--- config.mk ---
export PLATFORM = sky130hd
export DESIGN_NAME = issue_stage_flat
export DESIGN_NICKNAME = d
export VERILOG_FILES = /design/src/rtl/issue_stage_if.sv /design/src/rtl/issue_stage.sv /design/src/flat_wrapper.sv
export SDC_FILE = /design/constraint.sdc
export NUM_CORES = 1
export LEC_CHECK = 0
export BUFFER_PORTS_ARGS = -buffer_cell sky130_fd_sc_hd__buf_2
export CORE_UTILIZATION = 53
export DETAILED_ROUTE_END_ITERATION = 6
export PLACE_DENSITY = 0.83
export SYNTH_ARGS = -nofsm -noshare
export SYNTH_HDL_FRONTEND = slang
export SYNTH_SLANG_ARGS = --single-unit
--- constraint.sdc ---
create_clock -name clk -period 3.6 [get_ports clk]
set_clock_uncertainty 0.2 [all_clocks]
set_input_delay 0.54 -clock clk [delete_from_list [all_inputs] [get_ports clk]]
set_output_delay 0.54 -clock clk [all_outputs]
set_load 0.005 [all_outputs]
--- src/rtl/issue_stage_if.sv ---
// Shared uop type and the issue-to-ALU channel.
// Latency: none; pure type and wiring.
// Backpressure: none here; alu_stage stalls the issue stage through i_stall.
package issue_pkg;
  // alu_op is carried through untouched; rd/writes_rd drive hazard and scoreboard logic.
  typedef struct packed {
    logic [3:0] alu_op;
    logic       writes_rd;
    logic [4:0] rd;
  } uop_t;
endpackage

interface alu_issue_if #(parameter int XLEN = 32);
  import issue_pkg::*;
  logic            m_valid;
  uop_t            m_uop;
  logic [XLEN-1:0] m_op1;
  logic [XLEN-1:0] m_op2;
  modport issue (output m_valid, m_uop, m_op1, m_op2);
  modport alu   (input  m_valid, m_uop, m_op1, m_op2);
endinterface

--- src/rtl/issue_stage.sv ---
// Single-entry issue stage: holds one uop, resolves operands, stalls on load scoreboard hits.
// Latency: one cycle from decode accept to m_valid; back-to-back issue with no bubble.
// Backpressure: o_dec_ready drops while the held uop is blocked by a hazard, i_stall or i_flush.
// Optional: define ISSUE_PERF_CNT_EN to add hazard and downstream stall counters.
module issue_stage
  import issue_pkg::*;
#(
  parameter int XLEN = 32,
  parameter int NREG = 32
) (
  input  logic            clk,
  input  logic            rst_n,
  input  logic            i_dec_valid,
  output logic            o_dec_ready,
  input  uop_t            i_dec_uop,
  input  logic [4:0]      i_dec_rs1,
  input  logic [4:0]      i_dec_rs2,
  input  logic            i_dec_uses_rs1,
  input  logic            i_dec_uses_rs2,
  input  logic [XLEN-1:0] i_dec_imm,
  input  logic [XLEN-1:0] i_dec_pc,
  input  logic            i_dec_use_imm,
  input  logic            i_dec_use_pc,
  input  logic            i_dec_long,
  output logic [4:0]      o_rf_raddr1,
  output logic [4:0]      o_rf_raddr2,
  input  logic [XLEN-1:0] i_rf_rdata1,
  input  logic [XLEN-1:0] i_rf_rdata2,
  input  logic [4:0]      i_alu_fwd_rd,
  input  logic [XLEN-1:0] i_alu_fwd_result,
  input  logic            i_alu_fwd_writes_rd,
  input  logic            i_wb_valid,
  input  logic [4:0]      i_wb_rd,
  input  logic [XLEN-1:0] i_wb_data,
  alu_issue_if.issue      issue_if,
  input  logic            i_stall,
  input  logic            i_flush
`ifdef ISSUE_PERF_CNT_EN
  ,
  output logic [31:0]     o_stall_hazard_cnt,
  output logic [31:0]     o_stall_ds_cnt
`endif
);

  logic            hold_valid;
  uop_t            hold_uop;
  logic [4:0]      hold_rs1, hold_rs2;
  logic            hold_uses_rs1, hold_uses_rs2;
  logic [XLEN-1:0] hold_imm, hold_pc;
  logic            hold_use_imm, hold_use_pc, hold_long;
  logic [NREG-1:0] sb, sb_next;

  logic raw1, raw2, waw, hazard, m_valid, fire, accept;
  logic [XLEN-1:0] rs1_val, rs2_val;

  // A writeback landing this cycle satisfies a RAW wait (its data is forwarded), but not a WAW.
  always_comb begin
    raw1   = hold_uses_rs1 && (hold_rs1 != 5'd0) && sb[hold_rs1] &&
             !(i_wb_valid && (i_wb_rd == hold_rs1));
    raw2   = hold_uses_rs2 && (hold_rs2 != 5'd0) && sb[hold_rs2] &&
             !(i_wb_valid && (i_wb_rd == hold_rs2));
    waw    = hold_long && hold_uop.writes_rd && (hold_uop.rd != 5'd0) && sb[hold_uop.rd];
    hazard = hold_valid && (raw1 || raw2 || waw);
    m_valid     = hold_valid && !hazard && !i_flush;
    fire        = m_valid && !i_stall;
    o_dec_ready = !hold_valid || fire;
    accept      = i_dec_valid && o_dec_ready;
  end

  // Youngest producer wins: ALU stage, then writeback, then architectural register file.
  function automatic logic [XLEN-1:0] resolve(input logic [4:0] idx, input logic [XLEN-1:0] rf_data);
    if (idx == 5'd0) return '0;
    if (i_alu_fwd_writes_rd && (i_alu_fwd_rd == idx)) return i_alu_fwd_result;
    if (i_wb_valid && (i_wb_rd == idx)) return i_wb_data;
    return rf_data;
  endfunction

  assign o_rf_raddr1 = hold_rs1;
  assign o_rf_raddr2 = hold_rs2;

  // Operand muxing; bubbles present an all-zero uop so forwarding downstream never matches.
  always_comb begin
    rs1_val          = resolve(hold_rs1, i_rf_rdata1);
    rs2_val          = resolve(hold_rs2, i_rf_rdata2);
    issue_if.m_valid = m_valid;
    issue_if.m_uop   = m_valid ? hold_uop : '0;
    issue_if.m_op1   = hold_use_pc  ? hold_pc  : rs1_val;
    issue_if.m_op2   = hold_use_imm ? hold_imm : rs2_val;
  end

  // Scoreboard update: writeback clears, a firing load sets; set applied last so it wins.
  always_comb begin
    sb_next = sb;
    if (i_wb_valid) sb_next[i_wb_rd] = 1'b0;
    if (fire && hold_long && hold_uop.writes_rd && (hold_uop.rd != 5'd0))
      sb_next[hold_uop.rd] = 1'b1;
    sb_next[0] = 1'b0;
  end

  // Hold register: flush drops the entry (and any same-cycle accept), otherwise load or drain.
  always_ff @(posedge clk or negedge rst_n) begin
    if (!rst_n) begin
      hold_valid    <= 1'b0;
      hold_uop      <= '0;
      hold_rs1      <= '0;
      hold_rs2      <= '0;
      hold_uses_rs1 <= 1'b0;
      hold_uses_rs2 <= 1'b0;
      hold_imm      <= '0;
      hold_pc       <= '0;
      hold_use_imm  <= 1'b0;
      hold_use_pc   <= 1'b0;
      hold_long     <= 1'b0;
    end else if (i_flush) begin
      hold_valid <= 1'b0;
    end else if (accept) begin
      hold_valid    <= 1'b1;
      hold_uop      <= i_dec_uop;
      hold_rs1      <= i_dec_rs1;
      hold_rs2      <= i_dec_rs2;
      hold_uses_rs1 <= i_dec_uses_rs1;
      hold_uses_rs2 <= i_dec_uses_rs2;
      hold_imm      <= i_dec_imm;
      hold_pc       <= i_dec_pc;
      hold_use_imm  <= i_dec_use_imm;
      hold_use_pc   <= i_dec_use_pc;
      hold_long     <= i_dec_long;
    end else if (fire) begin
      hold_valid <= 1'b0;
    end
  end

  // Scoreboard register; survives flush because older loads are still in flight.
  always_ff @(posedge clk or negedge rst_n) begin
    if (!rst_n) sb <= '0;
    else        sb <= sb_next;
  end

`ifdef ISSUE_PERF_CNT_EN
  // Stall counters: cycles lost to operand hazards and to downstream backpressure.
  always_ff @(posedge clk or negedge rst_n) begin
    if (!rst_n) begin
      o_stall_hazard_cnt <= '0;
      o_stall_ds_cnt     <= '0;
    end else begin
      if (hazard && !i_flush) o_stall_hazard_cnt <= o_stall_hazard_cnt + 32'd1;
      if (m_valid && i_stall) o_stall_ds_cnt     <= o_stall_ds_cnt + 32'd1;
    end
  end
`endif

endmodule

--- src/flat_wrapper.sv ---
// flat-port wrapper written by rule: the top's interface ports become plain ports
module issue_stage_flat import issue_pkg::*;
#(
  parameter int XLEN = 32,
  parameter int NREG = 32
)
  (clk, rst_n, i_dec_valid, o_dec_ready, i_dec_uop, i_dec_rs1, i_dec_rs2, i_dec_uses_rs1, i_dec_uses_rs2, i_dec_imm, i_dec_pc, i_dec_use_imm, i_dec_use_pc, i_dec_long, o_rf_raddr1, o_rf_raddr2, i_rf_rdata1, i_rf_rdata2, i_alu_fwd_rd, i_alu_fwd_result, i_alu_fwd_writes_rd, i_wb_valid, i_wb_rd, i_wb_data, i_stall, i_flush, issue_if_m_valid, issue_if_m_uop, issue_if_m_op1, issue_if_m_op2);
  alu_issue_if #(.XLEN(XLEN)) issue_if_i ();
  input  logic clk;
  input  logic rst_n;
  input  logic i_dec_valid;
  output logic o_dec_ready;
  input  uop_t i_dec_uop;
  input  logic [4:0] i_dec_rs1;
  input  logic [4:0] i_dec_rs2;
  input  logic i_dec_uses_rs1;
  input  logic i_dec_uses_rs2;
  input  logic [XLEN-1:0] i_dec_imm;
  input  logic [XLEN-1:0] i_dec_pc;
  input  logic i_dec_use_imm;
  input  logic i_dec_use_pc;
  input  logic i_dec_long;
  output logic [4:0] o_rf_raddr1;
  output logic [4:0] o_rf_raddr2;
  input  logic [XLEN-1:0] i_rf_rdata1;
  input  logic [XLEN-1:0] i_rf_rdata2;
  input  logic [4:0] i_alu_fwd_rd;
  input  logic [XLEN-1:0] i_alu_fwd_result;
  input  logic i_alu_fwd_writes_rd;
  input  logic i_wb_valid;
  input  logic [4:0] i_wb_rd;
  input  logic [XLEN-1:0] i_wb_data;
  input  logic i_stall;
  input  logic i_flush;
  output wire logic [$bits(issue_if_i.m_valid)-1:0] issue_if_m_valid;
  output wire logic [$bits(issue_if_i.m_uop)-1:0] issue_if_m_uop;
  output wire logic [$bits(issue_if_i.m_op1)-1:0] issue_if_m_op1;
  output wire logic [$bits(issue_if_i.m_op2)-1:0] issue_if_m_op2;
  assign issue_if_m_valid = issue_if_i.m_valid;
  assign issue_if_m_uop = issue_if_i.m_uop;
  assign issue_if_m_op1 = issue_if_i.m_op1;
  assign issue_if_m_op2 = issue_if_i.m_op2;
  issue_stage #(.XLEN(XLEN), .NREG(NREG)) u_core (.clk(clk), .rst_n(rst_n), .i_dec_valid(i_dec_valid), .o_dec_ready(o_dec_ready), .i_dec_uop(i_dec_uop), .i_dec_rs1(i_dec_rs1), .i_dec_rs2(i_dec_rs2), .i_dec_uses_rs1(i_dec_uses_rs1), .i_dec_uses_rs2(i_dec_uses_rs2), .i_dec_imm(i_dec_imm), .i_dec_pc(i_dec_pc), .i_dec_use_imm(i_dec_use_imm), .i_dec_use_pc(i_dec_use_pc), .i_dec_long(i_dec_long), .o_rf_raddr1(o_rf_raddr1), .o_rf_raddr2(o_rf_raddr2), .i_rf_rdata1(i_rf_rdata1), .i_rf_rdata2(i_rf_rdata2), .i_alu_fwd_rd(i_alu_fwd_rd), .i_alu_fwd_result(i_alu_fwd_result), .i_alu_fwd_writes_rd(i_alu_fwd_writes_rd), .i_wb_valid(i_wb_valid), .i_wb_rd(i_wb_rd), .i_wb_data(i_wb_data), .issue_if(issue_if_i), .i_stall(i_stall), .i_flush(i_flush));
endmodule
==> metrics <==
setup violators final=0; Sink Count=121; CTS H-tree lvls=4; total CTS buffers=17; gr usage total=37.5%; Syn Nets=1476; max_cap viols=0; worst path required time=2.86 ns; number of synthesized register bits=121; initial antenna violation count=2; Async SR Flop Fraction=100%; TritonCTS clock tree=done; f_max=282 MHz; Vias=11.8k; IO Port Bufs=319; min-delay worst type=input pin to register; number of synthesized flops with an enable pin=0; clk slew on worst S/H paths=0.06 ns; worst skew pair latency=0.43 ns; Core Area=19500 um^2; vias in the first global route=10.7k; min Tclk post-route=3.55 ns; I/O pin count=320; DRC viols=0; Critical Path AT=2.81 ns; Reg2Reg Depth=10; PwrDens=521 nW/um^2; Die ar.=20500 um^2; RSZ-0062 raised after global routing=true; fill count=1550; critical path fanouts, max=4; Cells after DPL=1704; total congestion overflow=0; Clock Path Buffers=2; first-pass GRT wire length=59500 um; Slew Limit Fails=0; WL/cell=22.3 um; synth warn=0; Die Y=143 um; non-filler instance count after layout=1749; status=completed; final period utilization=98.6%; DRT antenna net count=0; hold path depth=3; vias per cell=6.73; Synth-to-Final Area Change=23.6%; WS Path Type=register to output port; Post-Syn Area=10500 um^2; Distinct cells, synth=49; ratio of cells with drive above 1 in the final layout=30.0%; Die X-Extent=143 um; Mean Syn Cell Area=8.49 um^2; initial detailed-routing violation count=1364; cells after synthesis=1242; sequential fraction of the synthesis area=28.7%; largest net degree at the start of global routing=109; Rel. slew slack=27.5%; Root Buffer=clkbuf_16; final hold vios=0; Initial Util=54.2%; ys flop type=dfrtp_1; First-pass DRT Iterations=5; DRT Wirelength=38900 um; Slew @ Worst Pin=1.09 ns; Post-DP HPWL=25500 um; CP Capture Type=output port; GP Congestion=1.04; setup TNS=0 ns; Pleak=5.68 nW; # rows=51; CP Launch Type=register; final net count=1702; VDD IR-drop max=419 uV
-- cell families (layout without fill, tap and decap cells) --
group | after synthesis | in the layout | share of synthesized area, %
buffers and inverters | 170 | 409 | 6.78
muxes | 101 | 101 | 11.2
and+or+nand+nor | 428 | 428 | 23.8
DFF | 121 | 121 | 28.7
other | 0 | 3 | 0
xor gates and xnor gates | 20 | 20 | 1.66
AOI/OAI and AO/OA | 402 | 402 | 27.8
-- per-layer routing --
layer / vias up / routed length (um) / global-route usage (%)
met1: 5653 / 15300 / 50.7
met3: 119 / 3930 / 7.44
met2: 819 / 18500 / 58.6
met5: - / 0 / 0
li1: 5179 / - / -
met4: 0 / 1230 / 15.4
-- through the flow --
step / total power [mW] / hold WS (ns) / setup WS (ns) / util, % / cell area, um^2
after floorplan: 3.67 / 0.0444 / 0.462 / - / 10500
after detailed placement: 4.77 / 0.340 / 0.0940 / 63.0 / 12300
after global placement: 4.72 / 0.334 / 0.135 / 63.0 / 12300
final: 6.79 / 0.180 / 0.0517 / 66.9 / 13000
after global routing: 7.11 / 0.190 / -0.00443 / 66.9 / 13000
after CTS: 6.65 / 0.172 / -0.0354 / 66.4 / 12900
-- cell usage after synthesis, types with 4 or more instances --
master,count,area share (%)
inv_1,15,0.53
nand3b_1,97,6.9
and3_1,4,0.24
or3_1,4,0.24
o2111ai_1,90,7.5
nand3_1,4,0.19
nor3_1,6,0.28
buf_2,40,1.9
xor2_1,16,1.3
clkbuf_1,107,3.8
o21ai_0,128,6.1
o221ai_1,4,0.33
mux2_2,7,0.75
nor4_1,4,0.24
o22ai_1,4,0.24
nand2b_1,6,0.36
dfrtp_1,121,29
o211ai_1,90,6.4
a21oi_1,4,0.19
mux2i_1,81,7.7
nand2_1,183,6.5
and3b_1,89,7.4
a22o_1,64,5.3
nor2_1,22,0.78
mux4_2,13,2.8
xnor2_1,4,0.33
-- path summary, 6_finish.rpt --
check	from	to	slack (ns)
setup / recovery	u_core.o_rf_raddr2[0]$_DFFE_PN0P_	o_dec_ready	0.05
hold / removal	i_dec_pc[11]	u_core.hold_pc[11]$_DFFE_PN0P_	0.18
setup reg to reg	u_core.o_rf_raddr2[0]$_DFFE_PN0P_	u_core.o_rf_raddr2[2]$_DFFE_PN0P_	0.21
hold reg to reg	u_core.hold_imm[30]$_DFFE_PN0P_	u_core.hold_imm[30]$_DFFE_PN0P_	0.35
max in group asynchronous	rst_n	u_core.hold_uop[3]$_DFFE_PN0P_	1.85
min in group asynchronous	rst_n	u_core.sb[1]$_DFF_PN0_	0.50
-- worst max-delay path: stages (launching register included) --
cell,delay (ns)
dfrtp_2,0.41
mux4_2,0.50
mux2_2,0.29
or3_1,0.35
o2111ai_4,0.15
o21ai_2,0.12
o41ai_2,0.39
buf_2,0.19
-- power by group --
group	switching (mW)	leakage, nW	internal, mW
Clock	0.639	0.307	1.23
Combinational	1.67	3.84	1.19
Sequential	0.394	1.53	1.68
Total	2.70	5.68	4.09
-- state kept, by name (all words and copies together), names as in the netlist --
| signal | flops |
|---|---|
| u_core.hold_imm | 32 |
| u_core.hold_pc | 32 |
| u_core.sb | 31 |
| u_core.hold_uop | 10 |
| u_core.o_rf_raddr1 | 5 |
| u_core.o_rf_raddr2 | 5 |
| u_core.hold_long | 1 |
| u_core.hold_use_imm | 1 |
| u_core.hold_use_pc | 1 |
| u_core.hold_uses_rs1 | 1 |
| u_core.hold_uses_rs2 | 1 |
| u_core.hold_valid | 1 |
-- layout make-up --
type                       count  area, um^2  share of cell area [%]
antenna                        3        7.51                  0.0576
clock buffer                  25         495                    3.80
clock inverter                 7         138                    1.06
inverter                      15        56.3                   0.432
multi-input combinational    951        6920                    53.1
sequential                   121        3040                    23.3
tap                          265         332                    2.54
timing repair buffer         362        2040                    15.7
-- placed cells by master, fill, tap and decap left out, types with 5 or more instances in the layout --
cell and n:
nor3_1 6, o211ai_1 90, and3b_1 89, dfrtp_1 111, mux2_2 7, nand2b_1 5
clkbuf_16 17, nand3b_1 97, mux4_2 13, mux2i_1 81, buf_12 9, nor2_1 21
inv_1 15, o2111ai_1 90, xor2_1 16, nand2_1 183, o21ai_0 127, dfrtp_2 10
buf_2 318, a22o_1 64, buf_4 33
-- repair_timing --
item / 4_1_cts / 5_1_grt
pin swaps: 0 / 3
endpoints found under the setup margin: 37 / 56
setup buffers: 0 / 9
hold buffers: 1 / 0
resized for setup: 7 / 11
hold endpoints to repair: 46 / 0
Power figures use the tool's default switching activity.
